File: config.mk
export PLATFORM = sky130hd
export DESIGN_NAME = gen_toggle_cover_collector
export DESIGN_NICKNAME = d
export VERILOG_FILES = /design/src/rtl/gen_cover_pkg.sv /design/src/rtl/cover_evt_fifo.sv /design/src/rtl/gen_toggle_cover_collector.sv
export SDC_FILE = /design/constraint.sdc
export NUM_CORES = 1
export LEC_CHECK = 0
export ABC_AREA = 1
export CAP_MARGIN = 40
export CORE_UTILIZATION = 30
export DETAILED_ROUTE_END_ITERATION = 8
export DONT_BUFFER_PORTS = 1
export SLEW_MARGIN = 20
export SYNTH_ARGS = -nofsm -noshare
export SYNTH_HDL_FRONTEND = slang
export SYNTH_SLANG_ARGS = --single-unit
export TNS_END_PERCENT = 20
File: constraint.sdc
create_clock -name clock -period 2.59 [get_ports clock]
set_clock_uncertainty 0.05 [all_clocks]
set_input_delay 0.3885 -clock clock [delete_from_list [all_inputs] [get_ports clock]]
set_output_delay 0.3885 -clock clock [all_outputs]
set_load 0.03 [all_outputs]
File: src/rtl/gen_cover_pkg.sv
// Shared constants and helpers for the generated toggle/level cover collectors.
package gen_cover_pkg;

  localparam int MODE_LEVEL    = 0;
  localparam int MODE_TOGGLE   = 1;
  localparam int DEFAULT_IDX_W = 32;

  // Number of cover points one instance owns for a given monitored width.
  function automatic int points(input int width, input int mode);
    return (mode == MODE_TOGGLE) ? 2 * width : width;
  endfunction

endpackage

File: src/rtl/cover_evt_fifo.sv
// Synchronous event FIFO with a registered head entry; flush empties it in one cycle.
module cover_evt_fifo #(
  parameter int DEPTH = 8,
  parameter int DW    = 32
) (
  input  logic          clock,
  input  logic          reset,
  input  logic          flush,
  input  logic          push,
  input  logic [DW-1:0] din,
  input  logic          pop,
  output logic [DW-1:0] dout,
  output logic          full,
  output logic          empty
);

  localparam int AW = $clog2(DEPTH);
  localparam int CW = AW + 1;

  if (DEPTH < 2 || (DEPTH & (DEPTH - 1)) != 0) begin : g_bad_depth
    $error("cover_evt_fifo: DEPTH must be a power of two and at least 2");
  end

  logic [DW-1:0] mem [DEPTH];
  logic [AW-1:0] wr_ptr;
  logic [AW-1:0] rd_ptr;
  logic [CW-1:0] mem_count;
  logic          head_valid;
  logic          do_push;
  logic          do_pop;
  logic          load;

  // Capacity counts the head register too, so DEPTH is the real number of queued events.
  assign full    = (mem_count + CW'(head_valid)) == CW'(DEPTH);
  assign empty   = ~head_valid;
  assign do_pop  = pop & head_valid;
  assign do_push = push & (~full | do_pop);
  assign load    = (mem_count != '0) & (~head_valid | do_pop);

  always_ff @(posedge clock) begin
    if (do_push) begin
      mem[wr_ptr] <= din;
    end
  end

  always_ff @(posedge clock or negedge reset) begin
    if (!reset) begin
      wr_ptr     <= '0;
      rd_ptr     <= '0;
      mem_count  <= '0;
      head_valid <= 1'b0;
      dout       <= '0;
    end else if (flush) begin
      wr_ptr     <= '0;
      rd_ptr     <= '0;
      mem_count  <= '0;
      head_valid <= 1'b0;
    end else begin
      if (do_push) begin
        wr_ptr <= wr_ptr + AW'(1);
      end
      if (load) begin
        dout       <= mem[rd_ptr];
        rd_ptr     <= rd_ptr + AW'(1);
        head_valid <= 1'b1;
      end else if (do_pop) begin
        head_valid <= 1'b0;
      end
      mem_count <= mem_count + CW'(do_push) - CW'(load);
    end
  end

endmodule

File: src/rtl/gen_toggle_cover_collector.sv
// Sticky level/toggle cover collector: records each point once and streams its global index.
module gen_toggle_cover_collector
  import gen_cover_pkg::*;
#(
  parameter int WIDTH       = 21,
  parameter int MODE        = MODE_TOGGLE,
  parameter int COVER_INDEX = 0,
  parameter int COVER_TOTAL = 38253,
  parameter int IDX_W       = DEFAULT_IDX_W,
  parameter int FIFO_DEPTH  = 8
) (
  input  logic                                   clock,
  input  logic                                   reset,
  input  logic                                   enable,
  input  logic                                   clear,
  input  logic [WIDTH-1:0]                       valid,
  output logic                                   evt_valid,
  input  logic                                   evt_ready,
  output logic [IDX_W-1:0]                       evt_index,
  output logic [points(WIDTH, MODE)-1:0]         hit_map,
  output logic [$clog2(points(WIDTH, MODE)+1)-1:0] hit_count,
  output logic                                   all_hit
);

  localparam int    POINTS  = points(WIDTH, MODE);
  localparam int    HC_W    = $clog2(POINTS + 1);
  localparam int    Q_W     = (POINTS > 1) ? $clog2(POINTS) : 1;
  localparam longint MAX_IDX = longint'(COVER_INDEX) + longint'(POINTS) - 1;

  if (MODE != MODE_LEVEL && MODE != MODE_TOGGLE) begin : g_bad_mode
    $error("gen_toggle_cover_collector: MODE must be 0 (level) or 1 (toggle)");
  end
  if (longint'(COVER_INDEX) + longint'(POINTS) > longint'(COVER_TOTAL)) begin : g_bad_range
    $error("gen_toggle_cover_collector: COVER_INDEX+POINTS exceeds COVER_TOTAL");
  end
  if ((MAX_IDX >> IDX_W) != 0) begin : g_bad_idx_w
    $error("gen_toggle_cover_collector: highest cover index does not fit in IDX_W");
  end

  logic [POINTS-1:0] ev;
  logic [POINTS-1:0] pend;
  logic [POINTS-1:0] capture;
  logic [POINTS-1:0] issue_mask;
  logic [Q_W-1:0]    q;
  logic              have_q;
  logic              push;
  logic              pop;
  logic              fifo_full;
  logic              fifo_empty;
  logic [IDX_W-1:0]  push_data;

  if (MODE == MODE_TOGGLE) begin : g_toggle
    logic [WIDTH-1:0] prev;
    logic             primed;

    // prev and primed survive clear so a clear never manufactures a toggle.
    always_ff @(posedge clock or negedge reset) begin
      if (!reset) begin
        prev   <= '0;
        primed <= 1'b0;
      end else begin
        prev   <= valid;
        primed <= 1'b1;
      end
    end

    for (genvar i = 0; i < WIDTH; i++) begin : g_bit
      assign ev[2*i]   = primed & ~prev[i] & valid[i];
      assign ev[2*i+1] = primed & prev[i] & ~valid[i];
    end
  end else begin : g_level
    assign ev = valid;
  end

  // Excluding pend keeps a capture from ever racing the issue of the same point.
  assign capture = enable ? (ev & ~hit_map & ~pend) : '0;

  always_comb begin
    q      = '0;
    have_q = 1'b0;
    for (int p = POINTS - 1; p >= 0; p--) begin
      if (pend[p]) begin
        q      = Q_W'(p);
        have_q = 1'b1;
      end
    end
  end

  assign pop       = evt_valid & evt_ready;
  assign push      = have_q & (~fifo_full | pop);
  assign push_data = IDX_W'(COVER_INDEX) + IDX_W'(q);

  always_comb begin
    issue_mask = '0;
    if (push) begin
      issue_mask[q] = 1'b1;
    end
  end

  always_ff @(posedge clock or negedge reset) begin
    if (!reset) begin
      pend      <= '0;
      hit_map   <= '0;
      hit_count <= '0;
    end else if (clear) begin
      pend      <= '0;
      hit_map   <= '0;
      hit_count <= '0;
    end else begin
      pend    <= (pend & ~issue_mask) | capture;
      hit_map <= hit_map | issue_mask;
      if (push) begin
        hit_count <= hit_count + HC_W'(1);
      end
    end
  end

  assign all_hit   = (hit_count == HC_W'(POINTS));
  assign evt_valid = ~fifo_empty;

  cover_evt_fifo #(
    .DEPTH (FIFO_DEPTH),
    .DW    (IDX_W)
  ) u_fifo (
    .clock (clock),
    .reset (reset),
    .flush (clear),
    .push  (push),
    .din   (push_data),
    .pop   (pop),
    .dout  (evt_index),
    .full  (fifo_full),
    .empty (fifo_empty)
  );

endmodule
==> results of run 1 <==
power by group:
| part | switching (mW) | leakage (nW) | internal (mW) |
|---|---|---|---|
| clock | 1.10 | 0.278 | 1.45 |
| combinational | 1.69 | 1.99 | 0.960 |
| sequential | 0.492 | 2.16 | 3.32 |
state kept, by name (all words and copies together), names as in the netlist:
register           cells
hit_map               42
u_fifo.wr_ptr          3
g_toggle.prev         21
u_fifo.mem            48
u_fifo.dout            6
u_fifo.head_valid      1
u_fifo.mem_count       4
u_fifo.rd_ptr          3
g_toggle.primed        1
pend                  42
hit_count              6
per-stage QoR:
stage | setup TNS, ns | area (sq um) | cells | util, %
2_1_floorplan | -11.20 | 8310 | 927 | -
3_3_place_gp | -42.98 | 8850 | 1272 | 32.8
3_5_place_dp | -44.63 | 8850 | 1272 | 32.8
4_1_cts | -45.71 | 9840 | 1329 | 36.5
5_1_grt | -92.39 | 10100 | 1332 | 37.6
6_report | -45.36 | 10100 | 1332 | 37.6
how the worst max path moves through the flow:
| stage | start | end | slack, ns | depth (start not counted) |
|---|---|---|---|---|
| final | pend[40] | pend[6] | -0.56 | 46 |
| after detailed placement | pend[40] | pend[33] | -0.56 | 46 |
| after floorplan | pend[41] | pend[8] | -0.18 | 45 |
| after global placement | pend[40] | pend[33] | -0.54 | 46 |
| after global routing | pend[40] | pend[21] | -1.08 | 46 |
| after CTS | pend[40] | pend[17] | -0.55 | 45 |
per-layer routing:
layer | routed length, um | vias up | global-route usage (%)
li1 | - | 3064 | -
met1 | 9330 | 3047 | 19.2
met2 | 10600 | 123 | 25.4
met3 | 973 | 15 | 3.66
met4 | 171 | 0 | 3.59
met5 | 0 | - | 0
repair_timing:
action	CTS	global route
buffers inserted	3	0
resized for setup	44	62
setup endpoints to repair	96	135
pin swaps	5	14
hold endpoints to repair	216	140
hold buffers	21	3
cloned	1	0
placed cells by master (no fill, tap or decap), types with 2 or more instances in the layout:
master | synthesis | final
o211ai_1 | 6 | 6
xnor2_1 | 2 | 2
nand3_2 | 13 | 11
clkinv_1 | 2 | 4
clkbuf_1 | 19 | 2
bufinv_16 | 0 | 2
inv_1 | 154 | 148
conb_1 | 2 | 27
nor2_4 | 0 | 3
edfxtp_1 | 48 | 48
mux2i_1 | 6 | 6
buf_12 | 0 | 4
o32ai_1 | 6 | 6
nor2_2 | 3 | 5
nand2_2 | 1 | 21
a21oi_2 | 0 | 31
clkinvlp_4 | 0 | 2
a21oi_1 | 93 | 62
dfrtp_1 | 129 | 129
nand3_1 | 26 | 14
a31oi_1 | 2 | 2
clkbuf_16 | 0 | 17
buf_4 | 26 | 52
buf_8 | 2 | 2
inv_6 | 0 | 2
nand2_4 | 1 | 3
ha_1 | 12 | 12
nand2_1 | 151 | 130
nor2_1 | 102 | 97
o21ai_0 | 20 | 20
nand3_4 | 0 | 14
inv_2 | 1 | 6
o221ai_1 | 6 | 6
nand4_1 | 45 | 45
nor3_1 | 7 | 7
dlygate4sd3_1 | 0 | 22
inv_8 | 0 | 2
nor4_1 | 2 | 2
kinds of logic (layout without fill, tap and decap cells):
kind of cell    count (synthesis)  in the layout  share of synthesized area (%)
compound gates                140            140                           9.51
xor+xnor                        3              3                          0.320
fa+ha+maj                      13             13                           2.07
buf+inv                       207            270                           10.9
flops                         177            177                           56.8
mux                             6              6                          0.731
other cells                     2             27                         0.0914
simple gates                  354            355                           19.6
layout make-up:
type	count	area, sq um	share of cell area, %
Clock inverter	12	131	1.30
Multi-Input combinational cell	544	3130	30.9
Timing Repair Buffer	81	732	7.22
Inverter	157	597	5.89
Sequential cell	177	4670	46.1
Tap cell	341	427	4.21
Clock buffer	20	447	4.41
==> impl_metrics.toml, run 1 <==
[outcome]
status = "finished with violations"
violations = "negative hold slack, negative setup slack"

[worst_setup_path]
r2r_cells = 46
cpMostUsedCell = "nand2_1"
startpoint_type = "flip-flop"
cpMaxStageDelayCell = "dfrtp_1"
path_max_fanout = 6
r2r_slack_ns = -0.56
max_stage_delay_ns = 0.39
r2r_end = "pend[6]"
cp.arrival_ns = 3.45
end_kind = "flip-flop"
required_ns = 2.89
r2r_start = "pend[40]"
cp_top_family = "simple AND/OR/NAND/NOR gates"
critical_path_class = "reg2reg"
path_buf_inv = 2

[sta]
rsz0062_at_grt = "true"
fin_hold_ws_ns = -0.400
setup_viol = 92
fin_crit_sh_pct = 122
max_slew.worst_pin.slew_ns = 1.13
report.final.slew_viol_count = 0
setup_slack_ns = -0.557
hold_viol = 129
relSlewSlack_pct = 24.3
fin_crit_ns = 3.15
fmax_mhz = 318

[power_and_ir_drop]
total_power_mw = 9.02
pwr_density_cell_mw_per_mm2 = 889
ir_drop_mv = 0.330
p_leak_nw = 4.43

[drt]
vias = 6249
drcViolationCount = 0
viasPerCell = 4.69
dr.pass1.iters = 5
wirelength_um = 21000
drt-initial-drc-count = 318
drtAntennaViolNets = 0
wl_per_cell_um = 15.8

[die]
num_io_pins = 108
rows = 60
die_area_sq_mm = 0.0281
die_x_um = 168
core_area_sq_mm = 0.0270
dieHeight_um = 168
initial_core_util_pct = 30.5

[clock_network]
cts.sinks = 177
cts_buffers = 17
clock_tree.root_cell = "clkbuf_16"
clockBufferDepth = 2
htree_levels = 4
cts.clk_slew.worst_paths_ns = 0.07
insertion_delay_ns = 0.42
cts_tree = "done"

[global_routing]
grt_pass1_wl_um = 33000
overflow = 0
grt_pass1_vias = 6239
antenna_found_initial = 0
gr-usage-all-layers_pct = 15.0
grt_max_degree = 130

[worst_hold_path]
hold_class = "in2async"

[logic_synthesis]
yosysWarnings = 0
synth_commonest_cells = "inv_1, nand2_1, dfrtp_1"
yosys-top-cells-area = "dfrtp_1, edfxtp_1, inv_1, nand2_1, a21oi_1"
synth_top_area_share_pct = 39.3
syn_area_sq_mm = 0.00822
synth_cells = 902
yosysUniqueCellTypes = 41
synth_most_common_cell = "inv_1"
ys_seq_area_share_pct = 56.8
synthArstFlopShare_pct = 72.9
synth_edf_count = 48
ys_ff_latch = 177
yosys.area.top_type = "dfrtp_1"
avgSynthCellArea_sq_um = 9.11
synth_ff_type = "dfrtp_1"

[finish]
n_fill_cell = 2697
area_delta_synth_final_pct = 23.3
layout.nets = 1017
layout-drive-gt1-share_pct = 18.6
antenna_cells = 0

[placement]
post-place-ws_ns = -0.562
globalplace.congestion = 0.831
place_hpwl_um = 14200
numPortBuffers = 0

[run]
drv_cap = 0
Power figures use the tool's default switching activity.
==> run 2, diff against run 1 <==
Settings changed: CAP_MARGIN 40 to 20, CORE_MARGIN set to 1.5, CORE_UTILIZATION 30 to 47.
==> impl_metrics.toml, run 2 (synthesis results as in run 1) <==
[outcome]
status = "finished with violations"
violations = "negative hold slack, negative setup slack"

[power_and_ir_drop]
pwr_density_cell_mw_per_mm2 = 912
total_power_mw = 9.00
p_leak_nw = 4.43
ir_drop_mv = 0.526

[clock_network]
clockBufferDepth = 2
clock_tree.root_cell = "clkbuf_16"
cts_tree = "done"
htree_levels = 4
insertion_delay_ns = 0.44
cts.clk_slew.worst_paths_ns = 0.07
cts_buffers = 17
cts.sinks = 177
cts_hold_repair.buffers = 22

[global_routing]
grt_max_degree = 130
overflow = 0
antenna_found_initial = 0
grt_pass1_wl_um = 31000
gr-usage-all-layers_pct = 22.0
grt_pass1_vias = 6088

[finish]
design_area_sq_mm = 0.00987
layout_commonest_cell = "inv_1"
final_cell_mix = "inv_1, nand2_1, dfrtp_1, nor2_1, a21oi_1"
reg.largest.list = "u_fifo.mem: 48 flops, hit_map: 42 flops, pend: 42 flops"
layout.nets = 1018
area_delta_synth_final_pct = 20.0
layout-drive-gt1-share_pct = 16.9
fin_cells = 1217
largest_reg_flops = 48
n_fill_cell = 1522
antenna_cells = 0
regMostFlops = "u_fifo.mem"

[worst_setup_path]
r2r_cells = 45
path_max_fanout = 8
end_kind = "flip-flop"
r2r_end = "pend[32]"
startpoint_type = "flip-flop"
cp.arrival_ns = 3.39
r2r_slack_ns = -0.53
cpMaxStageDelayCell = "dfrtp_1"
cpMostUsedCell = "nand2_1"
critical_path_class = "reg2reg"
r2r_start = "pend[41]"
required_ns = 2.86
max_stage_delay_ns = 0.39

[drt]
viasPerCell = 5.04
vias = 6135
dr.pass1.iters = 5
wl_per_cell_um = 15.6
drtAntennaViolNets = 0
wirelength_um = 19000
drcViolationCount = 0
drt-initial-drc-count = 343

[run]
drv_cap = 0

[die]
initial_core_util_pct = 47.9
num_io_pins = 108
rows = 48
dieHeight_um = 135
core_area_sq_mm = 0.0172
die_x_um = 135
die_area_sq_mm = 0.0183

[worst_hold_path]
hold_class = "in2async"

[placement]
post-place-ws_ns = -0.506
dp_cells = 1159
place_hpwl_um = 13000
numPortBuffers = 0
placed_area_sq_mm = 0.00872
globalplace.congestion = 0.813

[sta]
setup_viol = 92
report.final.slew_viol_count = 0
fin_hold_ws_ns = -0.411
setup_slack_ns = -0.530
fmax_mhz = 321
max_slew.worst_pin.slew_ns = 0.811
rsz0062_at_grt = "true"
fin_crit_sh_pct = 120
fin_crit_ns = 3.12
hold_viol = 132
relSlewSlack_pct = 45.8
==> run 2: how the worst max path moves through the flow <==
stage                   from  endpoint  slack (ns)  cells after the start
global placement    pend[40]   pend[0]       -0.50                     46
global route        pend[40]  pend[14]        -1.0                     46
detailed placement  pend[40]   pend[0]       -0.51                     46
CTS                 pend[40]  pend[19]       -0.52                     45
floorplan           pend[41]   pend[8]       -0.18                     45
finish              pend[41]  pend[32]       -0.53                     45
==> run 2: stage by stage <==
step,TNS (ns),util [%]
6_report,-43.94,57.5
5_1_grt,-85.52,57.5
4_1_cts,-43.21,56.6
3_5_place_dp,-40.62,50.7
3_3_place_gp,-40.33,50.7
2_1_floorplan,-11.20,-
==> run 2: power breakdown <==
group | internal (mW) | total (mW) | leakage (nW) | switching, mW
sequential | 3.32 | 3.80 | 2.16 | 0.473
clock | 1.56 | 2.70 | 0.302 | 1.14
combinational | 0.937 | 2.50 | 1.96 | 1.56
total | 5.82 | 9.00 | 4.43 | 3.17
==> run 2: cell type report <==
cell class / instances / area (sq um) / area share, %
inverters: 157 / 592 / 6.00
clock buffers: 20 / 483 / 4.89
well taps: 225 / 282 / 2.85
flip-flops and latches: 177 / 4670 / 47.3
repair buffers: 83 / 709 / 7.19
clock inverters: 12 / 141 / 1.43
multi-input cells: 543 / 2990 / 30.3
==> run 2: timing repair <==
| item | 4_1_cts | 5_1_grt |
|---|---|---|
| resized for setup | 35 | 36 |
| pin swaps | 5 | 12 |
| setup buffers | 3 | 1 |
| hold endpoints to repair | 219 | 176 |
| setup endpoints to repair | 98 | 124 |
==> run 2: critical path: cells and delay by family, from the launching register on <==
family | cells | cell delay, ns
buffers and inverters | 1 | 0.15
flip-flops | 1 | 0.39
AO/OA/AOI/OAI | 1 | 0.06
AND/OR/NAND/NOR | 43 | 2.32
==> run 2: layer usage <==
layer  GRT usage, %  up-vias  share of wire (%)  routed length (um)
met3           5.01       31                4.4                 844
li1               -     3045                  -                   -
met4           9.26        0                2.4                 458
met5              0        -                  0                   0
met1           29.1     2933                 45                8510
met2           35.0      126                 48                9160
